### src/rtl/exe_pkg.sv
// Shared definitions for the multi-cycle execute stage.
//   - EXE_CMD opcode encodings
//   - shifter type encodings (Shift_operand[6:5])
//   - bit positions of {N,Z,C,V} inside the 4-bit status word
//   - multiplier FSM state enum and packed flag struct
package exe_pkg;

    localparam logic [3:0] CMD_MOV = 4'b0001;
    localparam logic [3:0] CMD_ADD = 4'b0010;  // also LDR/STR address
    localparam logic [3:0] CMD_ADC = 4'b0011;
    localparam logic [3:0] CMD_SUB = 4'b0100;  // also CMP
    localparam logic [3:0] CMD_SBC = 4'b0101;
    localparam logic [3:0] CMD_AND = 4'b0110;  // also TST
    localparam logic [3:0] CMD_ORR = 4'b0111;
    localparam logic [3:0] CMD_EOR = 4'b1000;
    localparam logic [3:0] CMD_MVN = 4'b1001;
    localparam logic [3:0] CMD_MUL = 4'b1010;
    localparam logic [3:0] CMD_MLA = 4'b1011;

    localparam logic [1:0] SH_LSL = 2'b00;
    localparam logic [1:0] SH_LSR = 2'b01;
    localparam logic [1:0] SH_ASR = 2'b10;
    localparam logic [1:0] SH_ROR = 2'b11;

    localparam int FLAG_N = 3;
    localparam int FLAG_Z = 2;
    localparam int FLAG_C = 1;
    localparam int FLAG_V = 0;

    typedef enum logic [1:0] {
        ST_IDLE = 2'd0,
        ST_BUSY = 2'd1,
        ST_DONE = 2'd2
    } mul_state_e;

    // Field order matches the {N,Z,C,V} status word.
    typedef struct packed {
        logic n;
        logic z;
        logic c;
        logic v;
    } flags_t;

    function automatic logic is_mul_cmd(input logic [3:0] cmd);
        return (cmd == CMD_MUL) || (cmd == CMD_MLA);
    endfunction

endpackage

### src/rtl/val2_gen_p.sv
// Second-operand generator (ARM shifter operand), purely combinational.
// Ports:
//   val_rm        in  WIDTH  register operand Rm
//   shift_operand in  12     ARM shifter operand field
//   imm           in  1      immediate form (rotated 8-bit constant)
//   mem_en        in  1      memory op: offset is the raw 12-bit field
//   val2          out WIDTH  resulting second operand
module val2_gen_p
    import exe_pkg::*;
#(
    parameter int WIDTH = 32
) (
    input  logic [WIDTH-1:0] val_rm,
    input  logic [11:0]      shift_operand,
    input  logic             imm,
    input  logic             mem_en,
    output logic [WIDTH-1:0] val2
);

    // Rotate right within WIDTH; n == 0 yields x because x << WIDTH is 0.
    function automatic logic [WIDTH-1:0] ror_w(input logic [WIDTH-1:0] x,
                                               input logic [4:0]       n);
        return (x >> n) | (x << (WIDTH - int'(n)));
    endfunction

    logic [WIDTH-1:0] imm8;
    logic [4:0]       rot_amt;
    logic [4:0]       sh_amt;
    logic [1:0]       sh_type;

    assign imm8    = {{(WIDTH-8){1'b0}}, shift_operand[7:0]};
    assign rot_amt = {shift_operand[11:8], 1'b0};
    assign sh_amt  = shift_operand[11:7];
    assign sh_type = shift_operand[6:5];

    always_comb begin
        val2 = val_rm;
        if (mem_en) begin
            val2 = {{(WIDTH-12){1'b0}}, shift_operand};
        end else if (imm) begin
            val2 = ror_w(imm8, rot_amt);
        end else begin
            case (sh_type)
                SH_LSL:  val2 = val_rm << sh_amt;
                SH_LSR:  val2 = val_rm >> sh_amt;
                SH_ASR:  val2 = $signed(val_rm) >>> sh_amt;
                default: val2 = ror_w(val_rm, sh_amt);
            endcase
        end
    end

endmodule

### src/rtl/exe_stage_mc.sv
// Registered execute stage: single-cycle ALU plus an iterative shift-add
// multiplier for MUL/MLA. The output register doubles as EXE/MEM.
// Ports:
//   clk, rst            clock, synchronous active-high reset
//   in_valid, flush     ID/EXE valid, kill instruction currently in EXE
//   EXE_CMD, S          opcode, update-status bit
//   MEM_R_EN, MEM_W_EN  memory op (Val2 = zero-extended Shift_operand)
//   PC, Signed_imm_24   branch target inputs
//   Val_Rn/Rm/Rs        register operands (MUL = Rm*Rs, MLA = Rm*Rs+Rn)
//   imm, Shift_operand  shifter operand form and field
//   SR                  current {N,Z,C,V}
//   stall               hold ID/EXE and earlier stages
//   out_valid, ALU_result, Br_addr, status, status_we   registered results
module exe_stage_mc
    import exe_pkg::*;
#(
    parameter int WIDTH    = 32,
    parameter int MUL_BITS = 1,
    parameter int BR_SHIFT = 0
) (
    input  logic             clk,
    input  logic             rst,
    input  logic             in_valid,
    input  logic             flush,
    input  logic [3:0]       EXE_CMD,
    input  logic             S,
    input  logic             MEM_R_EN,
    input  logic             MEM_W_EN,
    input  logic [WIDTH-1:0] PC,
    input  logic [WIDTH-1:0] Val_Rn,
    input  logic [WIDTH-1:0] Val_Rm,
    input  logic [WIDTH-1:0] Val_Rs,
    input  logic             imm,
    input  logic [11:0]      Shift_operand,
    input  logic [23:0]      Signed_imm_24,
    input  logic [3:0]       SR,
    output logic             stall,
    output logic             out_valid,
    output logic [WIDTH-1:0] ALU_result,
    output logic [WIDTH-1:0] Br_addr,
    output logic [3:0]       status,
    output logic             status_we
);

    localparam int MUL_CYC = WIDTH / MUL_BITS;
    localparam int CNT_W   = $clog2(MUL_CYC + 1);

    mul_state_e       state, state_nxt;
    logic [WIDTH-1:0] val2;
    logic [WIDTH-1:0] br_calc;
    logic             is_mul, take, alu_fire, mul_start;

    // Multiplier working registers
    logic [WIDTH-1:0] mcand, mplier, acc, pp;
    logic [CNT_W-1:0] cnt;
    logic             s_q;
    logic [1:0]       cv_q;
    logic [WIDTH-1:0] br_q;

    // ALU
    logic [WIDTH-1:0] alu_res, b_in;
    logic [WIDTH:0]   sum;
    logic             arith, cin;
    flags_t           alu_flags, mul_flags;

    // N and Z of the incoming status are always recomputed, never consumed.
    logic unused_sr;
    assign unused_sr = ^{SR[FLAG_N], SR[FLAG_Z]};

    val2_gen_p #(.WIDTH(WIDTH)) u_val2 (
        .val_rm        (Val_Rm),
        .shift_operand (Shift_operand),
        .imm           (imm),
        .mem_en        (MEM_R_EN | MEM_W_EN),
        .val2          (val2)
    );

    assign br_calc = PC + ({{(WIDTH-24){Signed_imm_24[23]}}, Signed_imm_24} << BR_SHIFT);

    assign is_mul    = is_mul_cmd(EXE_CMD);
    assign take      = in_valid & ~flush & (state == ST_IDLE);
    assign alu_fire  = take & ~is_mul;
    assign mul_start = take & is_mul;

    // ------------------------------------------------------------------
    // Single-cycle ALU. Subtraction is a + ~b + cin so the carry out is
    // directly the ARM NOT-borrow, and one overflow rule covers add/sub.
    // ------------------------------------------------------------------
    always_comb begin
        arith   = 1'b0;
        cin     = 1'b0;
        b_in    = val2;
        alu_res = '0;
        case (EXE_CMD)
            CMD_MOV: alu_res = val2;
            CMD_MVN: alu_res = ~val2;
            CMD_AND: alu_res = Val_Rn & val2;
            CMD_ORR: alu_res = Val_Rn | val2;
            CMD_EOR: alu_res = Val_Rn ^ val2;
            CMD_ADD: arith = 1'b1;
            CMD_ADC: begin arith = 1'b1; cin = SR[FLAG_C]; end
            CMD_SUB: begin arith = 1'b1; cin = 1'b1; b_in = ~val2; end
            CMD_SBC: begin arith = 1'b1; cin = SR[FLAG_C]; b_in = ~val2; end
            default: alu_res = '0;
        endcase

        sum = {1'b0, Val_Rn} + {1'b0, b_in} + {{WIDTH{1'b0}}, cin};

        alu_flags.c = SR[FLAG_C];
        alu_flags.v = SR[FLAG_V];
        if (arith) begin
            alu_res     = sum[WIDTH-1:0];
            alu_flags.c = sum[WIDTH];
            alu_flags.v = (Val_Rn[WIDTH-1] == b_in[WIDTH-1]) &&
                          (sum[WIDTH-1] != Val_Rn[WIDTH-1]);
        end
        alu_flags.n = alu_res[WIDTH-1];
        alu_flags.z = (alu_res == '0);
    end

    // Partial product for the MUL_BITS multiplier bits retired this cycle.
    always_comb begin
        pp = '0;
        for (int i = 0; i < MUL_BITS; i++) begin
            if (mplier[i]) pp = pp + (mcand << i);
        end
    end

    always_comb begin
        mul_flags.n = acc[WIDTH-1];
        mul_flags.z = (acc == '0);
        mul_flags.c = cv_q[1];
        mul_flags.v = cv_q[0];
    end

    // ------------------------------------------------------------------
    // Multiplier FSM
    // ------------------------------------------------------------------
    always_ff @(posedge clk) begin
        if (rst) state <= ST_IDLE;
        else     state <= state_nxt;
    end

    always_comb begin
        state_nxt = state;
        stall     = 1'b0;
        case (state)
            ST_IDLE: begin
                stall = mul_start;
                if (mul_start) state_nxt = ST_BUSY;
            end
            ST_BUSY: begin
                stall = 1'b1;
                if (flush)                    state_nxt = ST_IDLE;
                else if (cnt == CNT_W'(1))    state_nxt = ST_DONE;
            end
            ST_DONE: state_nxt = ST_IDLE;
            default: state_nxt = ST_IDLE;
        endcase
        if (rst) stall = 1'b0;
    end

    // ------------------------------------------------------------------
    // Datapath / EXE-MEM register. In DONE the ID/EXE register still holds
    // the MUL (stall just dropped), so in_valid is ignored there and the
    // result is committed on the edge leaving DONE unless flushed.
    // ------------------------------------------------------------------
    always_ff @(posedge clk) begin
        if (rst) begin
            out_valid  <= 1'b0;
            status_we  <= 1'b0;
            ALU_result <= '0;
            Br_addr    <= '0;
            status     <= '0;
            mcand      <= '0;
            mplier     <= '0;
            acc        <= '0;
            cnt        <= '0;
            s_q        <= 1'b0;
            cv_q       <= 2'b00;
            br_q       <= '0;
        end else begin
            out_valid <= 1'b0;
            status_we <= 1'b0;

            if (alu_fire) begin
                ALU_result <= alu_res;
                Br_addr    <= br_calc;
                out_valid  <= 1'b1;
                status_we  <= S;
                if (S) status <= alu_flags;
            end

            if (mul_start) begin
                mcand  <= Val_Rm;
                mplier <= Val_Rs;
                acc    <= (EXE_CMD == CMD_MLA) ? Val_Rn : '0;
                cnt    <= CNT_W'(MUL_CYC);
                s_q    <= S;
                cv_q   <= {SR[FLAG_C], SR[FLAG_V]};
                br_q   <= br_calc;
            end

            if (state == ST_BUSY && !flush) begin
                acc    <= acc + pp;
                mcand  <= mcand << MUL_BITS;
                mplier <= mplier >> MUL_BITS;
                cnt    <= cnt - CNT_W'(1);
            end

            if (state == ST_DONE && !flush) begin
                ALU_result <= acc;
                Br_addr    <= br_q;
                out_valid  <= 1'b1;
                status_we  <= s_q;
                if (s_q) status <= mul_flags;
            end
        end
    end

endmodule

### config.mk
export PLATFORM = sky130hd
export DESIGN_NAME = exe_stage_mc
export DESIGN_NICKNAME = d
export VERILOG_FILES = /design/src/rtl/exe_pkg.sv /design/src/rtl/val2_gen_p.sv /design/src/rtl/exe_stage_mc.sv
export SDC_FILE = /design/constraint.sdc
export NUM_CORES = 1
export LEC_CHECK = 0
export ABC_AREA = 1
export CAP_MARGIN = 20
export CORE_MARGIN = 1
export CORE_UTILIZATION = 40
export CTS_BUF_LIST = sky130_fd_sc_hd__clkbuf_4 sky130_fd_sc_hd__clkbuf_8 sky130_fd_sc_hd__clkbuf_16
export CTS_CLUSTER_DIAMETER = 200
export DETAILED_ROUTE_END_ITERATION = 8
export HOLD_SLACK_MARGIN = 0.05
export PLACE_DENSITY = 0.61
export SETUP_SLACK_MARGIN = 0.15
export SLEW_MARGIN = 20
export SYNTH_ARGS = -nofsm -noshare
export SYNTH_HDL_FRONTEND = slang
export SYNTH_SLANG_ARGS = --single-unit
### constraint.sdc
create_clock -name clk -period 6.2 [get_ports clk]
set_input_delay 1.86 -clock clk [delete_from_list [all_inputs] [get_ports clk]]
set_output_delay 1.86 -clock clk [all_outputs]
set_load 0.01 [all_outputs]
==> flow_summary.yaml <==
run_status:
  outcome: "completed"
sta:
  finalHoldViolCount: 0
  setup_violations: 0
  final_max_slew_viol_count: 0
  timing.clock.skew_ns: 0.009080
  hold-worst-slack_ns: 0.4549
  max-slew-margin-rel_pct: 29.27
  final_period_minus_worst_setup_slack_ns: 6.044
  rsz_0062_raised_after_global_routing: "yes"
  timing.final.crit_share_pct: 97.48
  final.setup.tns_ns: 0
  tightestPinTransition_ns: 1.061
  timing.fmax_mhz: 165.5
global_routing:
  globalRoute.totalOverflow: 0
  first_global_vias: 27830
  grt_start_max_net_pins: 89
  grt.total_usage_pct: 37.37
  grt_first_pass_wirelength_um: 165500
  grt_antenna_before_repair: 2
floorplanning:
  die_width_um: 241.3
  floorplan_core_area_um2: 56500
  start_util_pct: 40.54
  die_y_um: 241.3
  die_area_um2: 58210
  floorplan.rows: 87
  io-pin-count: 251
drt:
  wirelength_met1_um: 46910
  drt_pass1_iterations: 6
  top_signal_layer_used: "met4"
  detail_route.wirelength_um: 111900
  avgRoutedWirePerCell_um: 20.59
  drc: 0
  detail_route.vias_per_cell: 5.628
  sum_of_met3_wire_segment_lengths_after_detailed_routing_um: 9553
  drtAntennaViolNets: 0
  vias: 30600
  met2RoutedLength_um: 49960
  drt_iter0_drc: 3318
yosys:
  netlist-cell-type-count: 58
  postSynth.asyncResetShare_pct: 0
  synth_edf_count: 0
  yosysWarningCount: 0
  cell_with_the_most_instances_after_synthesis: "sky130_fd_sc_hd__nand2_1"
  seq_area_frac_synth_pct: 18.27
  synth.area.top_cells: "sky130_fd_sc_hd__nand2_1 20%, sky130_fd_sc_hd__dfxtp_1 18%, sky130_fd_sc_hd__nand3_1 13%"
  syn-mean-instance-area_um2: 5.823
  yosys-top-cells-count: "1,190 x sky130_fd_sc_hd__nand2_1, 588 x sky130_fd_sc_hd__nand3_1, 312 x sky130_fd_sc_hd__nor2_1"
  synth_flop_cell: "sky130_fd_sc_hd__dfxtp_1"
  post-synth-top-area-cell: "sky130_fd_sc_hd__nand2_1"
  netlist_instances: 3933
  count_of_state_elements_after_synthesis: 209
  synth_fp_nets: 4279
  synth_top_area_share_pct: 19.50
  syn_area_um2: 22900
clock_tree:
  cts.root.buffer_cell: "sky130_fd_sc_hd__clkbuf_16"
  clkTransAtPathRegs_ns: 0.06
  clock_insertion_delay_worst_skew_ns: 0.52
  tritoncts: "done"
  maximum_root_to_sink_buffer_count: 3
  h-tree-depth: 1
  clkSinkCount: 209
  number_of_buffers_inserted_during_clock_tree_synthesis: 21
min_path:
  worst_hold_path_type: "reg2reg"
  worst_hold_startpoint: "br_q[2]"
critical_path:
  critical_path.startpoint_type: "input pin"
  cpPeakStageDelay_ns: 0.32
  reg2reg_slack_ns: 2.17
  path_depth: 35
  critical_path.endpoint: "status[2]"
  cp_data_arrival_time_ns: 6.50
  critical-path-top-delay-family: "simple AND/OR/NAND/NOR gates"
  worst-r2r-cell-count: 21
  critical_path_peak_fanout: 12
  r2r-end: "acc[26]"
  rr_startpoint: "mplier[0]"
  criticalPathCategory: "in2reg"
  critPathRequiredTime_ns: 6.66
  cpMaxStageDelayCell: "sky130_fd_sc_hd__ha_1"
  cp.buffers_inverters: 8
  timing.critical_path.from: "Shift_operand[7]"
  critPathCaptureType: "flop"
  critical_path.most_common_cell: "sky130_fd_sc_hd__nand2_1"
layout:
  layout.cells.non_filler: 5437
  multi_input_comb_area_um2: 17420
  num-fill-cells: 5800
  fin_util_pct: 57.07
  finish.net_count: 5011
  sequential_cell_area_um2: 4184
  syn_to_final_growth_pct: 40.79
  post_route_cells_drive_above_1_share_pct: 20.83
run:
  max_cap_viol_count: 0
power_and_ir_drop:
  max-vdd-ir-drop_mv: 0.1643
  share_seq_of_total_power_pct: 27.5
  net-switching-power_uw: 2000
  leakagePower_uw: 0.01501
  power.density_nw_per_um2: 159.8
  internal-power_uw: 3153
  p_total_uw: 5153
  switching_share_pct: 38.80
  power_frac_comb_pct: 47.6
  clkPwrFrac_pct: 25.0
place:
  buffers_added_on_ports: 248
  place.detailed.instances: 5352
  place.detailed.hpwl_um: 89080
  globalplace.congestion: 1.041
==> worst min path at each step <==
stage	end	slack [ns]	depth (start not counted)
floorplan	br_q[2]	0.43	2
global placement	br_q[23]	0.44	2
detailed placement	br_q[2]	0.44	2
CTS	br_q[2]	0.46	2
global route	br_q[2]	0.47	2
finish	br_q[2]	0.45	2
==> per-stage QoR <==
step                setup WS [ns]  instance area (um^2)
finish                     0.1563                 32240
detailed placement         -1.069                 30370
floorplan                  0.1709                 22910
CTS                        0.1581                 31570
global route              -0.1157                 32240
global placement          -0.9892                 30370
==> power by group through the flow <==
stage          sequential (uW)  combinational, uW  clock, uW
3_3_place_gp              1440               2230          0
5_1_grt                   1420               2640       1360
6_report                  1420               2450       1290
3_5_place_dp              1440               2240          0
4_1_cts                   1420               2320       1300
2_1_floorplan             1450               1110          0
==> cell type report <==
cell class / instances / area share (%)
multi-input combinational: 3220 / 54.02
inverter: 298 / 3.535
clock inverter: 8 / 0.1552
tap: 756 / 2.934
sequential: 209 / 12.98
antenna: 1 / 0.007762
clock buffer: 30 / 1.956
timing repair buffer: 915 / 24.41
==> per-layer routing <==
metal  GRT usage, %  vias to the layer above
li1               -                    14770
met1          49.98                    14120
met2          60.46                     1449
met3          4.296                      270
met4          16.13                        0
met5              0                        -
==> cell usage in the layout, fill, tap and decap left out, drive strengths merged, types with 24 or more instances in the layout <==
master	count
xor2	48
clkbuf	33
a21oi	235
o21ai	209
clkdlybuf4s50	219
or2	24
a31oi	162
xnor2	29
nand4	30
inv	296
ha	162
dfxtp	209
nand2	1222
buf	667
nor2	319
nand3	594
a221oi	42
nor3	31
==> worst register-to-register path: stages, from the launching register on <==
cell and delay (ns):
sky130_fd_sc_hd__dfxtp_1 0.31, sky130_fd_sc_hd__buf_4 0.32, sky130_fd_sc_hd__nand2_1 0.10, sky130_fd_sc_hd__inv_1 0.12
sky130_fd_sc_hd__ha_1 0.25, sky130_fd_sc_hd__inv_1 0.09, sky130_fd_sc_hd__fa_1 0.40, sky130_fd_sc_hd__inv_1 0.10
sky130_fd_sc_hd__nand3_1 0.07, sky130_fd_sc_hd__nand2_1 0.11, sky130_fd_sc_hd__a21oi_1 0.12, sky130_fd_sc_hd__o21ai_0 0.54
sky130_fd_sc_hd__a21oi_1 0.22, sky130_fd_sc_hd__nor2_1 0.13, sky130_fd_sc_hd__nor2_1 0.05, sky130_fd_sc_hd__inv_1 0.11
sky130_fd_sc_hd__a21oi_1 0.14, sky130_fd_sc_hd__o21bai_1 0.18, sky130_fd_sc_hd__nor2_1 0.05, sky130_fd_sc_hd__o21ai_0 0.25
sky130_fd_sc_hd__o21ai_0 0.16, sky130_fd_sc_hd__a21oi_1 0.15
==> cells by family (layout without fill, tap and decap cells) <==
logic type	count (synthesis)	count (layout)	synth area share (%)
other	0	1	0
xor gates and xnor gates	77	77	3.092
and+or+nand+nor	2249	2249	41.97
AOI/OAI and AO/OA	727	727	18.52
buffers and inverters	504	1251	8.906
muxes	1	1	0.04371
DFF	209	209	18.27
adders and majority gates	166	166	9.201
==> flip-flops by register name, indices dropped and copies added, names as in the netlist, 2 cells and up <==
register / count
cv_q: 2
ALU_result: 32
state: 2
mplier: 32
cnt: 6
status: 4
acc: 32
mcand: 32
br_q: 32
Br_addr: 32
==> what timing repair did <==
item / CTS / global route
resized for setup: 111 / 140
pin swaps: 43 / 49
hold buffers: 0 / 0
setup buffers: 22 / 21
endpoints found under the setup margin: 23 / 19
gates cloned: 1 / 2
No activity file was read; power rests on OpenSTA's default activity.
